[config.mk]
export PLATFORM = sky130hd
export DESIGN_NAME = combat_resolver
export DESIGN_NICKNAME = d
export VERILOG_FILES = /design/src/rtl/combat_resolver.sv
export SDC_FILE = /design/constraint.sdc
export NUM_CORES = 1
export LEC_CHECK = 0
export CORE_MARGIN = 2
export CORE_UTILIZATION = 61
export CTS_CLUSTER_DIAMETER = 120
export DETAILED_ROUTE_END_ITERATION = 6
export PLACE_DENSITY = 0.86
export SLEW_MARGIN = 20
export SYNTH_ARGS = -nofsm -noshare
export SYNTH_HDL_FRONTEND = slang
export SYNTH_SLANG_ARGS = --single-unit
export TNS_END_PERCENT = 50
[constraint.sdc]
create_clock -name clk -period 5.21 [get_ports clk]
set_clock_uncertainty 0.05 [all_clocks]
set_input_delay 0.7815 -clock clk [delete_from_list [all_inputs] [get_ports clk]]
set_output_delay 0.7815 -clock clk [all_outputs]
set_load 0.005 [all_outputs]
[src/rtl/combat_resolver.sv]
// Two-player melee resolver: registered sprite overlap, tick-paced attack
// state machines, reach-checked hits with saturating health and match outcome.
module combat_resolver #(
  parameter int TICK_DIV   = 2500000,
  parameter int SPRITE_W   = 20,
  parameter int SPRITE_H   = 20,
  parameter int REACH      = 8,
  parameter int DAMAGE     = 10,
  parameter int HEALTH_MAX = 100,
  parameter int STARTUP    = 2,
  parameter int ACTIVE     = 3,
  parameter int RECOVERY   = 4
) (
  input  logic       clk,
  input  logic       reset,
  input  logic [6:0] p1_x,
  input  logic [6:0] p1_y,
  input  logic [6:0] p2_x,
  input  logic [6:0] p2_y,
  input  logic       p1_attack,
  input  logic       p2_attack,
  output logic       p1_colliding,
  output logic       p2_colliding,
  output logic [1:0] p1_phase,
  output logic [1:0] p2_phase,
  output logic [6:0] p1_health,
  output logic [6:0] p2_health,
  output logic       p1_hit,
  output logic       p2_hit,
  output logic       game_over,
  output logic [1:0] winner
);

  typedef enum logic [1:0] {
    PH_IDLE     = 2'd0,
    PH_STARTUP  = 2'd1,
    PH_ACTIVE   = 2'd2,
    PH_RECOVERY = 2'd3
  } phase_t;

  localparam int            CW            = (TICK_DIV > 1) ? $clog2(TICK_DIV) : 1;
  localparam logic [CW-1:0] TICK_LAST     = CW'(TICK_DIV - 1);
  localparam logic [7:0]    BODY_W        = 8'(SPRITE_W);
  localparam logic [7:0]    BODY_H        = 8'(SPRITE_H);
  localparam logic [7:0]    HIT_W         = 8'(SPRITE_W + REACH);
  localparam logic [6:0]    HP_MAX        = 7'(HEALTH_MAX);
  localparam logic [6:0]    HP_DMG        = 7'(DAMAGE);
  localparam logic [7:0]    STARTUP_LAST  = 8'(STARTUP - 1);
  localparam logic [7:0]    ACTIVE_LAST   = 8'(ACTIVE - 1);
  localparam logic [7:0]    RECOVERY_LAST = 8'(RECOVERY - 1);

  logic [CW-1:0] tick_cnt_q;
  logic          tick;
  logic [7:0]    dx;
  logic [7:0]    dy;
  logic          collide_q;
  logic          game_over_q;
  logic [1:0]    winner_q;
  logic [1:0]    atk;
  logic [1:0]    hit_w;
  logic [1:0]    hit_pulse;
  logic [3:0]    phase_w;
  logic [13:0]   health_w;

  assign tick = (tick_cnt_q == TICK_LAST);

  always_ff @(posedge clk or negedge reset) begin
    if (!reset)    tick_cnt_q <= '0;
    else if (tick) tick_cnt_q <= '0;
    else           tick_cnt_q <= tick_cnt_q + CW'(1);
  end

  // Larger minus smaller so the distance never wraps.
  assign dx = (p1_x >= p2_x) ? {1'b0, p1_x - p2_x} : {1'b0, p2_x - p1_x};
  assign dy = (p1_y >= p2_y) ? {1'b0, p1_y - p2_y} : {1'b0, p2_y - p1_y};

  always_ff @(posedge clk or negedge reset) begin
    if (!reset) begin
      collide_q   <= 1'b0;
      game_over_q <= 1'b0;
      winner_q    <= 2'b00;
    end else begin
      collide_q   <= (dx < BODY_W) && (dy < BODY_H);
      game_over_q <= game_over_q | (health_w[6:0] == 7'd0) | (health_w[13:7] == 7'd0);
      winner_q    <= {health_w[6:0] == 7'd0, health_w[13:7] == 7'd0};
    end
  end

  assign atk = {p2_attack, p1_attack};

  // Index gi is the attacker; its opponent (1-gi) takes the damage.
  for (genvar gi = 0; gi < 2; gi++) begin : g_player
    phase_t     state_q, state_d;
    logic [7:0] cnt_q, cnt_d;
    logic       samp_q;
    logic       done_q, done_d;
    logic       press;
    logic [6:0] health_q;
    logic       hit_q;

    assign press     = tick && atk[gi] && !samp_q;
    assign hit_w[gi] = tick && !game_over_q && (state_q == PH_ACTIVE) && !done_q
                       && (dx <= HIT_W) && (dy < BODY_H);

    always_comb begin
      state_d = state_q;
      cnt_d   = cnt_q;
      done_d  = done_q | hit_w[gi];
      if (game_over_q) begin
        state_d = PH_IDLE;
        cnt_d   = '0;
      end else if (tick) begin
        case (state_q)
          PH_IDLE: if (press) begin
            state_d = PH_STARTUP;
            cnt_d   = '0;
            done_d  = 1'b0;
          end
          PH_STARTUP: if (cnt_q == STARTUP_LAST) begin
            state_d = PH_ACTIVE;
            cnt_d   = '0;
          end else cnt_d = cnt_q + 8'd1;
          PH_ACTIVE: if (cnt_q == ACTIVE_LAST) begin
            state_d = PH_RECOVERY;
            cnt_d   = '0;
          end else cnt_d = cnt_q + 8'd1;
          PH_RECOVERY: if (cnt_q == RECOVERY_LAST) begin
            state_d = PH_IDLE;
            cnt_d   = '0;
          end else cnt_d = cnt_q + 8'd1;
          default: state_d = PH_IDLE;
        endcase
      end
    end

    always_ff @(posedge clk or negedge reset) begin
      if (!reset) begin
        state_q  <= PH_IDLE;
        cnt_q    <= '0;
        samp_q   <= 1'b0;
        done_q   <= 1'b0;
        health_q <= HP_MAX;
        hit_q    <= 1'b0;
      end else begin
        state_q <= state_d;
        cnt_q   <= cnt_d;
        done_q  <= done_d;
        if (tick) samp_q <= atk[gi];
        if (hit_w[1-gi]) health_q <= (health_q < HP_DMG) ? 7'd0 : health_q - HP_DMG;
        hit_q <= hit_w[1-gi];
      end
    end

    assign phase_w[gi*2 +: 2]  = state_q;
    assign health_w[gi*7 +: 7] = health_q;
    assign hit_pulse[gi]       = hit_q;
  end

  assign p1_colliding = collide_q;
  assign p2_colliding = collide_q;
  assign p1_phase     = phase_w[1:0];
  assign p2_phase     = phase_w[3:2];
  assign p1_health    = health_w[6:0];
  assign p2_health    = health_w[13:7];
  assign p1_hit       = hit_pulse[0];
  assign p2_hit       = hit_pulse[1];
  assign game_over    = game_over_q;
  assign winner       = winner_q;

endmodule

* Word-level counts from Yosys, hierarchy flattened
Index checks and enable logic that the tools add are counted.
Widths: inputs -> output; s select.
** Word-level totals
- Flip-flop bits (word level) :: 66
- Bits in latches :: 0
- Memory bits (writable) :: 0
- ROM bits :: 0
- Output and inout bits :: 25
- Memories :: 0
** Operators by class
- Add/subtract/negate cells :: 9
- $mul :: 0
- Divide/modulo/power cells :: 0
- Magnitude comparators :: 7
- Equal/unequal tests :: 21
- Shifts and indexed selects :: 0
- Multiplexer cells :: 41
- Bitwise logic cells :: 4
- Reductions and logical operators :: 28
** Operators by type and width (count)
- $mux 8 :: 12
- $pmux 8 s4 :: 2
- $eq 8x2->1 const B :: 4
- $mux 7 :: 4
- $sub 7x7->7 :: 4
- $mux 2 :: 12
- $add 22x1->22 const B :: 1
- $eq 22x22->1 const B :: 1
- $mux 22 :: 1
- $ne 3x3->1 const B :: 6
- $add 8x1->8 const B :: 2
- $eq 8x1->1 const B :: 2
- $pmux 2 s4 :: 2
- $ge 7x7->1 :: 2
- $logic_and 1x1->1 :: 14
- $logic_not 7->1 :: 2
- $lt 7x4->1 const B :: 2
- $lt 7x5->1 const B :: 2
- $sub 7x4->7 const B :: 2
- $reduce_and 5->1 :: 2
- $eq 2x2->1 const B :: 4
- $mux 1 :: 8
- $le 7x5->1 const B :: 1
- $ne 3x2->1 const B :: 2
- other kinds (6) :: 16

* Longest topological paths before layout
- Word-level depth :: 11
- Depth in mapped cells :: 12

* Worst setup path before layout
Ideal clock, no wire load.
- Path type :: input -> register
- From :: input p2_x[0]
- To :: register g_player[1].health_q[4], in the netlist p2_health[4]
- Setup time :: 0.127 ns
- Data arrival time :: 3.481 ns
- Required time :: 5.033 ns
- Slack :: 1.552 ns
- Stages :: 12
- Buffers on the path :: 1
- Cells stage by stage :: inv_1 ha_1 fa_1 nand2b_1 a21oi_1 xor2_1 and4_2 mux4_2 nand2b_4 buf_6 a2111oi_1 mux2_1
** On the way
- Word-level cells in the longest chain between the ends :: 5
** RTL lines
- start: declaration :: line 18 : input logic [6:0] p2_x,
- $sub 7x7->7 or $ge 7x7->1 (tied branches) :: line 74 : assign dx = (p1_x >= p2_x) ? {1'b0, p1_x - p2_x} : {1'b0, p2_x - p1_x};
- $mux 7 (*) :: line 74
- $le 7x5->1 (*) :: line 103 : && (dx <= HIT_W) && (dy < BODY_H);
- $logic_and 1x1->1 (*) (2 in a row) :: line 103
- end signal: assignment :: line 149 : if (hit_w[1-gi]) health_q <= (health_q < HP_DMG) ? 7'd0 : health_q - HP_DMG;
- end: declaration :: line 98 : logic [6:0] health_q;
Every way passes the cells marked *; elsewhere a longest branch is shown, timed or not.
A chain may end at the register's enable or synchronous reset.

* Worst setup path in the final report
Ends and elaborated chain as after synthesis.

==> flow_metrics.py <==
metrics = {
    "status": {
        "status": "finished clean",
    },
    "route": {
        "drtPass1Iterations": 4,
        "drtIter0Drc": 224,
        "drt-total-wl_mm": 10.1,
        "via_count": 4047,
        "antenna_left": 0,
        "routed_wire_length_per_instance_um": 14.5,
        "drcViolationCount": 0,
        "viasPerCell": 5.85,
    },
    "synthesis": {
        "yosys_warnings": 0,
        "synth_async_sr_flop_share_pct": 100,
        "synth_edf_count": 0,
        "synth.top_cell.area_share_pct": 30.1,
        "synth.lib_cells_used.distinct": 72,
        "postSynthCellCount": 531,
        "synth-main-ff-cell": "dfrtp_1",
        "yosys_register_bits": 64,
        "ys_seq_area_share_pct": 33.4,
        "post_synth.cell_area_avg_um2": 9.07,
        "netlist_area_um2": 4820,
        "post_synth_main_area_contributors": "dfrtp_1 30%, ha_1 12%, inv_1 4.3%, o21ai_0 3.9%, nor2_1 3.8%",
        "netlist.top_cell.by_area": "dfrtp_1",
    },
    "sta": {
        "clock.fmax_mhz": 247,
        "rsz0062_at_grt": "no",
        "report.final.setup_viol": 0,
        "final_period_minus_worst_setup_slack_ns": 4.05,
        "setup_total_negative_slack_ns": 0,
        "slew_headroom_pct": 41.7,
        "tightest_slew_ns": 0.875,
        "final_max_slew_viol_count": 0,
        "finalHoldViolations": 0,
        "finalWorstSetupSlack_ns": 1.16,
        "final.period_utilization_pct": 77.8,
        "fin_hold_ws_ns": 0.240,
    },
    "setup_path": {
        "crit_buf_inv": 2,
        "rr_worst_depth": 9,
        "cp_max_fo": 10,
        "crit_path_cell_trace": "clkdlybuf4s50_1 > inv_1 > ha_1 > fa_1 > nand2b_1 > a21oi_1 > xor2_1 > and4_2 > mux4_2 > nand2b_4 > a2111oi_1 > mux2_1",
        "stage_delay_of_the_slowest_cell_on_the_critical_path_ns": 0.50,
        "cp.required_ns": 5.38,
        "startpoint_type": "primary input",
        "worstReg2RegStart": "tick_cnt_q[0]",
        "endpoint_arrival_time_on_the_critical_path_ns": 4.23,
        "critical-path-slowest-cell": "mux4_2",
        "timing.critical_path.to_type": "flop",
        "worst_r2r_endpoint": "g_player[1].cnt_q[3]",
        "timing.setup.critical_path_class": "in2reg",
        "reg2reg_setup_slack_ns": 2.09,
        "cp_num_cells": 12,
        "top_delay_family_on_crit_path": "multiplexers",
    },
    "grt": {
        "wire_length_of_the_first_global_routing_pass_mm": 17.1,
        "grtUsageTotal_pct": 24.4,
        "grt_antenna_before_repair": 0,
        "grt_pass1_vias": 3935,
        "largest_net_degree_at_the_start_of_global_routing": 54,
        "grt_overflow_total": 0,
    },
    "floorplan": {
        "die_area_um2": 8630,
        "floorplan_die_width_um": 92.9,
        "floorplan.initialDensity_pct": 62.7,
        "ios": 57,
        "placementRows": 32,
        "placeableCoreArea_um2": 7690,
        "dieHeight_um": 92.9,
    },
    "cts": {
        "htreeDepth": 3,
        "cts_hold_buf": 0,
        "cts.clk_slew.worst_paths_ns": 0.08,
        "cts_tree": "done",
        "cts_setup_buffers": 0,
        "clock_sink_count": 64,
        "clk_path_buf_depth": 2,
        "cts-buffers-inserted": 9,
        "cts_resized": 0,
        "worstSkewPairLatency_ns": 0.35,
        "root_buffer": "clkbuf_8",
    },
    "place": {
        "finalWeightedCongestion": 0.905,
        "io_buffers": 54,
        "dp_worst_setup_slack_ns": 0.847,
        "detailed_place.area_um2": 5430,
        "place.detailed.instances": 676,
        "detailed_place_hpwl_mm": 7.57,
    },
    "worst_hold_path": {
        "hold_path.class": "in2async",
    },
    "layout": {
        "antenna_cells_inserted": 0,
        "drive_gt1_share_pct": 8.64,
        "design.final.nets": 664,
        "finalCoreUtilization_pct": 73.4,
        "layout.cell_area.non_filler_um2": 5650,
        "layout_commonest_cell": "dfrtp_1",
        "syn_to_final_growth_pct": 17.2,
        "final_cell_mix": "58 x dfrtp_1, 55 x inv_1, 53 x clkdlybuf4s50_1, 49 x nor2_1, 45 x ha_1",
        "stdcell_count": 692,
    },
    "pwr": {
        "report.power.total_mw": 1.20,
        "power_per_cell_area_nw_per_um2": 213,
        "leakagePower_nw": 2.56,
        "peakVddDrop_v": 0.000127,
    },
    "run": {
        "drv_cap": 0,
    },
}
## power breakdown
group | total [mW] | switching (mW) | internal (mW)
clock network | 0.473 | 0.203 | 0.270
registers | 0.498 | 0.000329 | 0.497
logic | 0.230 | 0.129 | 0.101
## cell type report
class | instances | area (um^2)
repair buffers | 56 | 551
fillers | 570 | 2040
clock buffers | 9 | 124
well taps | 102 | 128
clock inverters | 7 | 95.1
multi-input cells | 399 | 2930
inverters | 55 | 206
flip-flops and latches | 64 | 1610
## synthesized netlist by cell type, types with 5 or more instances
cell type and number:
dfrtp_1 58, inv_1 55, nor2_1 49, ha_1 45
o21ai_0 38, nand2_1 21, nand3_1 21, a21oi_1 17
nand2b_1 16, xor2_1 15, nor2b_1 13, nor3_1 12
xnor2_1 10, clkbuf_1 8, mux2_1 8, o211ai_1 8
nand4_1 7, and3_1 6, dfstp_2 6, o21a_1 6
o31ai_1 6, or2_2 6, or3_1 6, a2111oi_1 5
a21o_1 5, mux2_2 5, mux2i_1 5, nor4_1 5
## worst max path at each step
stage / from / endpoint / slack, ns
after floorplan: p2_x[0] / p2_health[4] / 1.55
after global placement: p2_x[0] / p2_health[4] / 1.0
after detailed placement: p2_x[0] / p2_health[4] / 0.85
after CTS: p2_x[0] / p2_health[4] / 1.19
after global routing: p2_x[0] / p2_health[4] / 1.04
final: p2_x[0] / p2_health[4] / 1.16
## sequential cells by signal (all words and copies together), names as in the netlist
| register | count |
|---|---|
| p2_phase | 2 |
| game_over | 1 |
| g_player.samp_q | 2 |
| p2_health | 6 |
| p1_health | 6 |
| g_player.done_q | 2 |
| p1_colliding | 1 |
| p1_phase | 2 |
| p1_hit | 1 |
| p2_hit | 1 |
| winner | 2 |
| g_player.cnt_q | 16 |
| tick_cnt_q | 22 |
## cell families after synthesis
| group | share of synthesized area [%] |
|---|---|
| AND/OR/NAND/NOR | 20.8 |
| AO/OA/AOI/OAI | 17.7 |
| buffers and inverters | 5.82 |
| flip-flops | 33.4 |
| adder cells (fa/ha/maj) | 12.5 |
| XOR/XNOR | 4.88 |
| multiplexers | 4.86 |
| other | 0.0778 |
## layer usage
metal | wire length (um) | share of wire (%) | global-route usage [%]
met1 | 4400 | 44 | 30.3
met3 | 466 | 4.6 | 4.80
met5 | 0 | 0 | 0
met4 | 207 | 2.1 | 8.33
met2 | 4980 | 50 | 42.5
Note: power is estimated with default switching activity, not from simulation.
